<file path="src/rtl/loader_pkg.sv">
// loader_pkg
// Shared definitions for the instruction-memory boot loader:
//   state_t   - loader FSM states
//   SYNC_BYTE - byte that opens every frame
//   LEN_W     - width of the word-count field in the frame header
// No ports (package).
package loader_pkg;

    typedef enum logic [2:0] {
        IDLE,
        LEN_LO,
        LEN_HI,
        DATA,
        CSUM,
        RUN,
        ERROR
    } state_t;

    localparam logic [7:0] SYNC_BYTE = 8'hA5;
    localparam int         LEN_W     = 16;

endpackage

</file>
<file path="src/rtl/loader_word_pack.sv">
// loader_word_pack
// Packs a byte stream little-endian into 32-bit words. The first byte of a
// word lands in bits [7:0], the fourth in bits [31:24]. The completed word
// is copied into an output register that holds until the next word is done,
// so downstream logic can present it as a stable write-data bus.
// Ports:
//   clock       in   1   clock, rising edge
//   reset       in   1   synchronous, active-high reset
//   clear       in   1   discard any partial word, restart at byte 0
//   byte_strobe in   1   byte_in is a data byte to pack this cycle
//   byte_in     in   8   data byte
//   word        out  32  last completed word (holds between completions)
//   byte_cnt    out  2   position of the next byte within the word
//   word_ready  out  1   one-cycle pulse the cycle after a word completes
module loader_word_pack (
    input  logic        clock,
    input  logic        reset,
    input  logic        clear,
    input  logic        byte_strobe,
    input  logic [7:0]  byte_in,
    output logic [31:0] word,
    output logic [1:0]  byte_cnt,
    output logic        word_ready
);

    logic [31:0] shreg;

    // Bytes shift in from the top so that after four strobes the first byte
    // has moved down to [7:0]. The fourth byte bypasses the shift register
    // and goes straight into the held output word.
    always_ff @(posedge clock) begin
        if (reset) begin
            shreg      <= '0;
            byte_cnt   <= '0;
            word       <= '0;
            word_ready <= 1'b0;
        end else begin
            word_ready <= 1'b0;
            if (clear) begin
                shreg    <= '0;
                byte_cnt <= '0;
            end else if (byte_strobe) begin
                shreg    <= {byte_in, shreg[31:8]};
                byte_cnt <= byte_cnt + 2'd1;
                if (byte_cnt == 2'd3) begin
                    word       <= {byte_in, shreg[31:8]};
                    word_ready <= 1'b1;
                end
            end
        end
    end

endmodule

</file>
<file path="src/rtl/imem_boot_loader.sv">
// imem_boot_loader
// Byte-stream program loader in front of the RV32 core's instruction memory.
// Frame: 0xA5, LEN_LO, LEN_HI (word count N), then 4*N data bytes LSB first.
// Words are written to the instruction memory one at a time, and the core is
// held in reset until the whole image has landed.
// Optional build macro: LOADER_CSUM_EN adds a trailing checksum byte (sum
// mod 256 of the data bytes) that must match before the core is released.
// Ports:
//   clock      in   1      clock, rising edge
//   reset      in   1      synchronous, active-high reset
//   rx_data    in   8      incoming byte
//   rx_valid   in   1      rx_data valid
//   rx_ready   out  1      byte accepted when rx_valid & rx_ready
//   mem_we     out  1      one-cycle instruction-memory write strobe
//   mem_addr   out  WIDTH  word index being written
//   mem_data   out  WIDTH  packed word being written
//   cpu_reset  out  1      core reset, low only once the image is loaded
//   load_done  out  1      image loaded, core running
//   load_err   out  1      frame rejected (too long, timeout, bad checksum)
module imem_boot_loader #(
    parameter int WIDTH          = 32,
    parameter int IMEM_DEPTH     = 512,
    parameter int TIMEOUT_CYCLES = 100000
) (
    input  logic             clock,
    input  logic             reset,
    input  logic [7:0]       rx_data,
    input  logic             rx_valid,
    output logic             rx_ready,
    output logic             mem_we,
    output logic [WIDTH-1:0] mem_addr,
    output logic [WIDTH-1:0] mem_data,
    output logic             cpu_reset,
    output logic             load_done,
    output logic             load_err
);

    import loader_pkg::*;

    localparam int                 TO_W    = $clog2(TIMEOUT_CYCLES + 1);
    localparam logic [TO_W-1:0]    TO_LAST = TO_W'(TIMEOUT_CYCLES - 1);
    localparam int                 DEPTH_W = LEN_W + 1;
    localparam logic [DEPTH_W-1:0] DEPTH_L = DEPTH_W'(IMEM_DEPTH);

`ifdef LOADER_CSUM_EN
    localparam state_t DONE_STATE = CSUM;
`else
    localparam state_t DONE_STATE = RUN;
`endif

    state_t           state, next_state;
    logic [LEN_W-1:0] len_q;
    logic [LEN_W-1:0] word_idx;
    logic [TO_W-1:0]  timeout_cnt;

    logic             accept;
    logic [LEN_W-1:0] len_full;
    logic             len_too_big;
    logic             timed_state;
    logic             timeout_hit;
    logic             byte_strobe;
    logic             pack_clear;
    logic             last_byte;
    logic [31:0]      packed_word;
    logic [1:0]       byte_cnt;
    logic             word_ready;

`ifdef LOADER_CSUM_EN
    logic [7:0]       csum_q;
`endif

    assign rx_ready    = !reset;
    assign accept      = rx_valid && rx_ready;
    assign len_full    = {rx_data, len_q[7:0]};
    assign len_too_big = {1'b0, len_full} > DEPTH_L;
    assign timed_state = (state == LEN_LO) || (state == LEN_HI) ||
                         (state == DATA)   || (state == CSUM);
    assign timeout_hit = timed_state && !accept && (timeout_cnt == TO_LAST);
    assign byte_strobe = accept && (state == DATA);
    assign pack_clear  = (state != DATA);
    // Fourth byte of the final word: the FSM leaves DATA on this edge while
    // the write itself appears on mem_we in the following cycle.
    assign last_byte   = byte_strobe && (byte_cnt == 2'd3) &&
                         (word_idx == len_q - LEN_W'(1));

    loader_word_pack u_pack (
        .clock      (clock),
        .reset      (reset),
        .clear      (pack_clear),
        .byte_strobe(byte_strobe),
        .byte_in    (rx_data),
        .word       (packed_word),
        .byte_cnt   (byte_cnt),
        .word_ready (word_ready)
    );

    assign mem_we   = word_ready;
    assign mem_data = WIDTH'(packed_word);

    // State register.
    always_ff @(posedge clock) begin
        if (reset) begin
            state <= IDLE;
        end else begin
            state <= next_state;
        end
    end

    // Next-state logic. A timeout overrides whatever the byte decode chose,
    // but it can only fire in a cycle where no byte was accepted.
    always_comb begin
        next_state = state;
        case (state)
            IDLE: begin
                if (accept && rx_data == SYNC_BYTE) next_state = LEN_LO;
            end
            LEN_LO: begin
                if (accept) next_state = LEN_HI;
            end
            LEN_HI: begin
                if (accept) begin
                    if (len_too_big)           next_state = ERROR;
                    else if (len_full == '0)   next_state = DONE_STATE;
                    else                       next_state = DATA;
                end
            end
            DATA: begin
                if (last_byte) next_state = DONE_STATE;
            end
`ifdef LOADER_CSUM_EN
            CSUM: begin
                if (accept) next_state = (rx_data == csum_q) ? RUN : ERROR;
            end
`endif
            RUN, ERROR: begin
                if (accept && rx_data == SYNC_BYTE) next_state = LEN_LO;
            end
            default: next_state = IDLE;
        endcase
        if (timeout_hit) next_state = ERROR;
    end

    // Status outputs decoded from the current state.
    always_comb begin
        load_done = (state == RUN);
        load_err  = (state == ERROR);
    end

    // Length latch, word index, write address, idle timeout and core reset.
    // cpu_reset stays high through the cycle in which RUN is first entered,
    // so the core is released only after the final write has been issued;
    // on a reload it rises as soon as the FSM leaves RUN.
    always_ff @(posedge clock) begin
        if (reset) begin
            len_q       <= '0;
            word_idx    <= '0;
            mem_addr    <= '0;
            timeout_cnt <= '0;
            cpu_reset   <= 1'b1;
        end else begin
            cpu_reset <= (state != RUN) || (next_state != RUN);

            if (accept && state == LEN_LO) len_q[7:0]  <= rx_data;
            if (accept && state == LEN_HI) begin
                len_q[15:8] <= rx_data;
                word_idx    <= '0;
            end

            if (byte_strobe && byte_cnt == 2'd3) begin
                mem_addr <= WIDTH'(word_idx);
                word_idx <= word_idx + LEN_W'(1);
            end

            if (!timed_state || accept) timeout_cnt <= '0;
            else                        timeout_cnt <= timeout_cnt + TO_W'(1);
        end
    end

`ifdef LOADER_CSUM_EN
    // Running sum of data bytes only; restarted when the length completes.
    always_ff @(posedge clock) begin
        if (reset) begin
            csum_q <= '0;
        end else if (accept && state == LEN_HI) begin
            csum_q <= '0;
        end else if (byte_strobe) begin
            csum_q <= csum_q + rx_data;
        end
    end
`endif

endmodule

</file>
<file path="config.mk">
export PLATFORM = sky130hd
export DESIGN_NAME = imem_boot_loader
export DESIGN_NICKNAME = d
export VERILOG_FILES = /design/src/rtl/loader_pkg.sv /design/src/rtl/loader_word_pack.sv /design/src/rtl/imem_boot_loader.sv
export SDC_FILE = /design/constraint.sdc
export NUM_CORES = 1
export LEC_CHECK = 0
export CAP_MARGIN = 20
export CORE_MARGIN = 8
export CORE_UTILIZATION = 32
export DETAILED_ROUTE_END_ITERATION = 10
export SLEW_MARGIN = 15
export SYNTH_ARGS = -nofsm -noshare
export SYNTH_HDL_FRONTEND = slang
export SYNTH_SLANG_ARGS = --single-unit
</file>
<file path="constraint.sdc">
create_clock -name clock -period 3.3 [get_ports clock]
set_input_delay 0.66 -clock clock [delete_from_list [all_inputs] [get_ports clock]]
set_output_delay 0.66 -clock clock [all_outputs]
set_load 0.05 [all_outputs]
</file>
==> out/results.tsv <==
stage	metric	value	unit
sta	fin_setup_tns	0	ns
clock_network	ctsHoldBuffers	0	
global_route	grt_antenna_before_repair	0	
final_layout	final_nets	783	
sta	tightest_slew	0.5733	ns
synthesis	synthCells	721	
clock_network	cts_setup_buffers	0	
die	die_y	149.4	um
die	core	0.01736	mm2
routing	vias	4826	
clock_network	cts_buffers	17	
power_and_ir_drop	combPwrFrac	3.0	%
power_and_ir_drop	p_int	2.894	mW
sta	max_freq	368.1	MHz
routing	drc	0	
global_route	grt_pass1_wl	23720	um
synthesis	synth_area_leaders	dfxtp_1, nand2_1, a21oi_1	
synthesis	synthTopCellsByCount	nand2_1, dfxtp_1, a21oi_1	
die	ios	80	
synthesis	ys_seq_area_share	44.98	%
sta	rsz0062_at_grt	no	
place	placed_cells	974	
routing	wl_per_cell	14.35	um
place	postPlaceCellArea	0.006431	mm2
critical_path	critPathTopFamily	buffers and inverters	
power_and_ir_drop	leakagePower	2.326	nW
critical_path	crit_buf_inv	1	
global_route	grt_pass1_vias	4644	
status	status	finished clean	
synthesis	synth_flop_cell	dfxtp_1	
clock_network	cts_resized	0	
power_and_ir_drop	powerDensity	519.6	mW/mm2
critical_path	endpoint_kind	output pin	
die	initial_core_util	32.82	%
clock_network	cts_tree	built	
sta	drv_slew	0	
critical_path	cp_cell_sequence	nor2b_1 > and2_1 > clkdlybuf4s50_1	
synthesis	syn_avg_cell_area	7.901	um2
synthesis	synth_cell_types	62	
die	die_area	0.02233	mm2
power_and_ir_drop	pwr-share-clk	54.8	%
min_path	hp-start	timeout_cnt[0]	
min_path	hp-class	flop to flop	
final_layout	stdcell_area	0.007054	mm2
power_and_ir_drop	p_sw	771.1	uW
global_route	grt_max_degree	44	
clock_network	clockBufferDepth	2	
critical_path	cp-start-kind	flop	
routing	vias_per_cell	4.807	
synthesis	yosys.area.top_type	dfxtp_1	
sta	period_share	82.33	%
final_layout	seq_area	0.002562	mm2
clock_network	ctsRootBufferMaster	clkbuf_16	
critical_path	max_stage_delay	0.84	ns
power_and_ir_drop	p_seq_share	42.2	%
routing	routed_wl	14410	um
clock_network	cts.sinks	128	
power_and_ir_drop	irDropWorstVdd	0.4997	mV
global_route	overflow	0	
final_layout	final_cells	1004	
clock_network	cts_htree_levels	4	
place	dp_hpwl	10090	um
routing	detail_route.iter0.violations	278	
sta	period_minus_slack	2.717	ns
synthesis	synth_most_common_cell	nand2_1	
critical_path	required	2.64	ns
synthesis	synth_area	0.005697	mm2
die	row_count	48	
final_layout	n_antenna_cell	0	
synthesis	synth-edff-count	0	
synthesis	ys_warn_count	0	
sta	max_slew_margin	61.78	%
routing	drt.antenna.violating_nets	0	
critical_path	cp_slowest_cell	clkdlybuf4s50_1	
critical_path	worst_ep_arrival_time	2.06	ns
final_layout	multi_input_area	0.002840	mm2
final_layout	fillerInstances	1793	
critical_path	r2r-start	state[2]	
final_layout	fin_util	40.64	%
final_layout	drive_gt1_share	7.189	%
sta	hold_violations	0	
final_layout	syn2layout_area_growth	23.83	%
global_route	grt_usage	13.27	%
die	die_x	149.4	um
critical_path	cp_max_fo	8	
clock_network	clk_pin_slew	0.06	ns
critical_path	critPathKind	flop to output pin	
place	io_buffers	63	
synthesis	yosysTopAreaCellShare	44.98	%
place	gp_congestion	0.8055	
routing	drt_first_pass_iters	7	
sta	clock-skew-final	0.01351	ns
power_and_ir_drop	p_sw_share	21.04	%
synthesis	async_reset_ff_share	0	%
power_and_ir_drop	power	3.666	mW
clock_network	clk-insertion-delay-late	0.42	ns
critical_path	critPathLaunch	state[0]	
synthesis	synth-seq-cells	128	
sta	finalSetupViolCount	0	
job	max_cap_viol_count	0	
logic make-up (layout without fill, tap and decap cells):
kind of cell | Yosys count | count (layout) | share of synthesized area [%]
XOR/XNOR | 36 | 36 | 5.535
adder cells (fa/ha/maj) | 4 | 4 | 0.8786
buffers and inverters | 70 | 113 | 6.193
multiplexers | 2 | 2 | 0.3734
flip-flops | 128 | 128 | 44.98
AO/OA/AOI/OAI | 150 | 150 | 14.63
AND/OR/NAND/NOR | 330 | 330 | 27.34
other | 1 | 16 | 0.06583
layout make-up:
class | instances | area share, %
clock inverters | 11 | 2.696
inverters | 7 | 0.3725
well taps | 225 | 3.991
repair buffers | 76 | 10.22
multi-input cells | 538 | 40.26
clock buffers | 19 | 6.137
flip-flops and latches | 128 | 36.32
worst paths after layout:
path | endpoint | slack (ns) | cells past startpoint
min reg2reg | timeout_cnt[0] | 0.44 | 1
max | load_done | 0.58 | 3
max reg2reg | word_idx[9] | 0.92 | 7
min | timeout_cnt[0] | 0.44 | 1
worst register-to-register path: cells and delay by family, from the launching register on:
kind,cells,cell delay [ns]
simple gates,5,1.36
flops,1,0.54
buf+inv,2,0.40
power groups by stage:
stage / clock network (mW) / registers [mW] / logic [mW]
2_1_floorplan: 0 / 1.58 / 0.0900
3_3_place_gp: 0 / 1.58 / 0.109
3_5_place_dp: 0 / 1.58 / 0.109
4_1_cts: 2.03 / 1.55 / 0.109
5_1_grt: 2.11 / 1.55 / 0.116
6_report: 2.01 / 1.55 / 0.109
sequential cells by signal, indices dropped and copies added (netlist names):
name               cells
u_pack.shreg          24
word_idx              16
state                  3
len_q                 16
u_pack.byte_cnt        2
cpu_reset              1
timeout_cnt           17
mem_addr              16
u_pack.word_ready      1
u_pack.word           32
layout by cell type, fill, tap and decap left out, types with 7 or more instances in the layout:
cell,netlist,layout
nand3b_1,8,8
buf_4,18,14
conb_1,1,16
a21oi_1,88,88
clkbuf_16,0,17
clkdlybuf4s50_1,0,61
nor3_1,14,14
xor2_1,15,15
nor2_1,40,40
xnor2_1,21,21
or3_1,7,7
o21ai_0,30,30
dfxtp_1,128,128
nand3_1,23,23
nand2_1,191,190
through the flow:
stage          hold slack, ns  setup slack, ns
2_1_floorplan          0.4129            1.069
3_3_place_gp           0.4312           0.4098
3_5_place_dp           0.4367           0.3284
4_1_cts                0.4452           0.5590
5_1_grt                0.4633           0.5046
6_report               0.4431           0.5832
metal layers:
layer | share of wire (%) | vias up | track usage (%)
met5 | 0 | - | 0
met4 | 1.2 | 0 | 5.401
met3 | 4.4 | 10 | 3.322
met2 | 48 | 88 | 21.78
met1 | 46 | 2222 | 16.28
li1 | - | 2506 | -
No activity file was read; power rests on OpenSTA's default activity.
==> RTL edit 1, RTL diff (same flow settings) <==
Build with the macro `LOADER_CSUM_EN` defined.
--- a/src/rtl/imem_boot_loader.sv
+++ b/src/rtl/imem_boot_loader.sv
@@ -19,2 +19,4 @@
 //   load_err   out  1      frame rejected (too long, timeout, bad checksum)
+`define LOADER_CSUM_EN
+
 module imem_boot_loader #(
Function: changed (Yosys sat finds a counterexample within 4 cycles, from zero or initial values and one cycle with reset high).
==> RTL edit 1 against the unedited design <==
- area after synthesis is 11% higher
- wire length is 13% higher
- sequential cell count is 8 higher
- count of clock-buffer cells in the layout is 1 higher
- sequential share of layout area is 1.4 points lower
- core utilization is 0.42 points lower
- setup slack worse by 0.21 ns
- non-clock buffer count is 12 higher
- final cell count is 14% higher
- power is 3.1% higher
- final area is 11% higher
- global-route usage is 0.26 points higher
- synthesized cell count is 13% higher
- largest power group unchanged
==> RTL edit 1: results (changes against the unedited design) <==
- WL/cell: 14.20 um (was 14.35 um)
- VDD IR-drop max: 0.0003348 V (was 0.0004997 V)
- GR Util All Layers: 13.53% (was 13.27%)
- Share of layout cells above drive strength 1: 8.059% (was 7.189%)
- Final #Nets: 891 (was 783)
- Via count: 5556 (was 4826)
- Clock skew: 0.01172 ns (was 0.01351 ns)
- Metal-1 WL: 7514 um (was 6660 um)
- Leakage: 0.002734 uW (was 0.002326 uW)
- Unique masters post-synth: 53 (was 62)
- Routed length on met2: 7678 um (was 6940 um)
- Worst r2r path cells: 9 (was 7)
- Sequential area share after synthesis: 43.22% (was 44.98%)
- I/O Buffers: 63 (unchanged)
- Drt initial violations: 353 (was 278)
- First-pass GRT wire length: 26990 um (was 23720 um)
- RD Place Congestion: 0.8308 (was 0.8055)
- Worst setup path start: state[1] (was state[0])
- Final HPWL DP: 11460 um (was 10090 um)
- DR pass1 iterations: 5 (was 7)
- Largest net degree at the start of global routing: 55 (was 44)
- Status: finished, final reports clean (unchanged)
- Worst relative slew slack: 36.98% (was 61.78%)
- Met3 wire length: 800 um (was 636 um)
- Commonest cells in the netlist: nand2_1, dfxtp_1, a21oi_1 (unchanged)
- Area post-placement: 7181 um^2 (was 6431 um^2)
- RR Startpoint: len_q[0] (was state[2])
- CP arrival: 2.27 ns (was 2.06 ns)
- Worst setup path end: load_err (was load_done)
- R2R Setup Slk: 0.57 ns (was 0.92 ns)
- Crit Reg-Reg Endpoint: state[0] (was word_idx[9])
- Initial antenna violation count: 0 (unchanged)
- Vias in the first global route: 5238 (was 4644)
- Crit path max fanout: 11 (was 8)
-- RTL edit 1: cell types whose count changed in the layout (fill, tap and decap cells not counted), sizes merged, moves of 7 or more --
cell / before / now
nor3: 16 / 9
dfxtp: 128 / 136
inv: 6 / 16
nor2: 40 / 61
a21oi: 88 / 107
ha: 4 / 11
a211oi: 1 / 9
xor2: 15 / 22
o21ai: 35 / 21
nand2: 191 / 212
buf: 15 / 27
-- RTL edit 1: worst min path at each step --
stage	cells past startpoint	slack, ns	startpoint	to
final	1	0.44	timeout_cnt[0]	timeout_cnt[0]
after global routing	1	0.47	timeout_cnt[0]	timeout_cnt[0]
after CTS	1	0.44	timeout_cnt[0]	timeout_cnt[0]
after detailed placement	1	0.43	timeout_cnt[0]	timeout_cnt[0]
after global placement	1	0.43	timeout_cnt[0]	timeout_cnt[0]
after floorplan	1	0.41	timeout_cnt[0]	timeout_cnt[0]
-- RTL edit 1: final cells by class --
type | instances | area (um^2)
clock buffer | 20 | 466.7
clock inverter | 12 | 155.1
fill | 2029 | 11600
inverter | 10 | 37.54
multi-input combinational | 615 | 3278
sequential | 136 | 2723
tap | 265 | 331.6
timing repair buffer | 88 | 810.8
-- RTL edit 1: power breakdown --
part	total, uW	internal [uW]	switching (uW)
combinational	139	33.4	105
sequential	1640	1640	0.140
clock	2000	1200	796
total	3780	2880	902
-- RTL edit 1: logic make-up (layout without fill, tap and decap cells) --
group	count (synthesis)	in the layout	synth area share (%)
AND/OR/NAND/NOR	376	376	27.21
AO/OA/AOI/OAI	163	163	14.50
flip-flops	136	136	43.22
buffers and inverters	76	130	5.720
XOR/XNOR	42	42	5.839
adder cells (fa/ha/maj)	12	12	2.502
multiplexers	6	6	0.9534
other	1	16	0.05953
-- RTL edit 1: worst max-delay path: cells and delay by family, from the launching register on --
| family | cells | cell delay, ns |
|---|---|---|
| flip-flops | 1 | 0.52 |
| buffers and inverters | 1 | 0.83 |
| AND/OR/NAND/NOR | 2 | 0.49 |
-- RTL edit 1: through the flow --
| stage | hold WS [ns] | cells | setup WS (ns) | util [%] |
|---|---|---|---|---|
| final | 0.4388 | 1146 | 0.3713 | 40.22 |
| after global routing | 0.4672 | 1146 | 0.2790 | 40.22 |
| after CTS | 0.4446 | 1146 | 0.3550 | 40.22 |
| after detailed placement | 0.4348 | 1114 | 0.1566 | 37.02 |
| after global placement | 0.4288 | 1114 | 0.2568 | 37.02 |
| after floorplan | 0.4130 | 827 | 0.7298 | - |
-- RTL edit 1: metal layers --
layer | global-route usage, % | vias up
met5 | 0 | -
met4 | 4.394 | 0
met3 | 3.558 | 22
met2 | 22.27 | 131
met1 | 16.87 | 2570
li1 | - | 2833
==> RTL edit 2, RTL diff (same flow settings) <==
Made on the original files. Put a register stage on the output `load_err`, with the module's reset. The value now appears one clock later. The other outputs are not delayed to match.
--- a/src/rtl/imem_boot_loader.sv
+++ b/src/rtl/imem_boot_loader.sv
@@ -44,2 +44,4 @@
 
+    logic load_err_d;
+
 `ifdef LOADER_CSUM_EN
@@ -145,3 +147,3 @@
         load_done = (state == RUN);
-        load_err  = (state == ERROR);
+        load_err_d = (state == ERROR);
     end
@@ -191,2 +193,10 @@
 
+    always_ff @(posedge clock) begin
+        if (reset) begin
+            load_err <= '0;
+        end else begin
+            load_err <= load_err_d;
+        end
+    end
+
 endmodule
Check against the original RTL: not equivalent (a bounded check fails within 4 cycles, from zero or initial values and one cycle with reset high).
==> RTL edit 2 against the unedited design <==
- setup slack got worse by 0.082 ns
- wire length rose by 1.2%
- die area fell by 0.33%
- sequential cell count rose by 1
- critical path depth did not move
- power fell by 5.3%
- final area fell by 0.98%
- area after synthesis fell by 0.37%
- global-route usage barely moved
==> RTL edit 2: results (changes against the unedited design) <==
- GR Util All Layers: 13.24% (was 13.27%)
- Int Power: 2736 uW (was 2894 uW)
- Final #Nets: 788 (was 783)
- Clk cell area share: 8.042% (was 8.833%)
- Slew @ Worst Pin: 0.5973 ns (was 0.5733 ns)
- Metal-1 WL: 6791 um (was 6660 um)
- Overall die width: 149.2 um (was 149.4 um)
- Fill count: 1780 (was 1793)
- Drt initial violations: 379 (was 278)
- Hold Slack: 0.4521 ns (was 0.4431 ns)
- GR met2 Demand/Resource: 21.09% (was 21.78%)
- Largest cells by area after synthesis: dfxtp_1, nand2_1, a21oi_1, xor2_1, nor2_1 (was dfxtp_1, nand2_1, a21oi_1, xnor2_1, nor2_1)
- Inst Count DP: 979 (was 974)
- P_sw: 733.8 uW (was 771.1 uW)
- Worst hold start: mem_addr[3] (was timeout_cnt[0])
- Hold Path Sink: mem_addr[3] (was timeout_cnt[0])
- Inverters, non-clock: 11 (was 7)
- Part of the power in registers: 44.9% (was 42.2%)
- First-pass GRT wire length: 23630 um (was 23720 um)
- CP arrival: 2.14 ns (was 2.06 ns)
- Num sequential: 129 (was 128)
- #MultiIn Comb: 537 (was 538)
- Final HPWL DP: 10150 um (was 10090 um)
- Via count: 4898 (was 4826)
- Setup ws final: 0.5011 ns (was 0.5832 ns)
- VDD IR-drop max: 0.0003609 V (was 0.0004997 V)
- Met1 Track Usage GR: 16.58% (was 16.28%)
- DR pass1 iterations: 5 (was 7)
- Status: finished, final reports clean (unchanged)
- Seq/total area: 36.97% (was 36.32%)
- Hold Crit Depth: 2 (was 1)
- Clock buf count: 24 (was 19)
- Fraction of area in multi-input gates: 39.76% (was 40.26%)
- Signal buffers: 77 (was 76)
- Finished Layout Cells: 1008 (was 1004)
- Crit Reg-Reg Endpoint: cpu_reset (was word_idx[9])
==> RTL edit 2: changes by cell type after synthesis, moves of 4 or more <==
cell | before | now
buf_2 | 5 | 13
o21ai_0 | 30 | 23
nor4_1 | 3 | 9
o31ai_1 | 3 | 9
xnor2_1 | 21 | 15
a21oi_1 | 88 | 93
inv_1 | 5 | 10
nor2_1 | 40 | 45
xor2_1 | 15 | 20
and3_1 | 3 | 7
buf_1 | 4 | 0
nand2b_1 | 3 | 7
==> RTL edit 2: kinds of logic (layout without fill, tap and decap cells) <==
| logic type | Yosys count | count (layout) | synth area share [%] |
|---|---|---|---|
| simple gates | 328 | 328 | 25.99 |
| compound gates | 154 | 154 | 15.59 |
| xor+xnor | 35 | 35 | 5.401 |
| fa+ha+maj | 4 | 4 | 0.8819 |
| buf+inv | 75 | 117 | 6.570 |
| flops | 129 | 129 | 45.50 |
| other cells | 1 | 16 | 0.06607 |
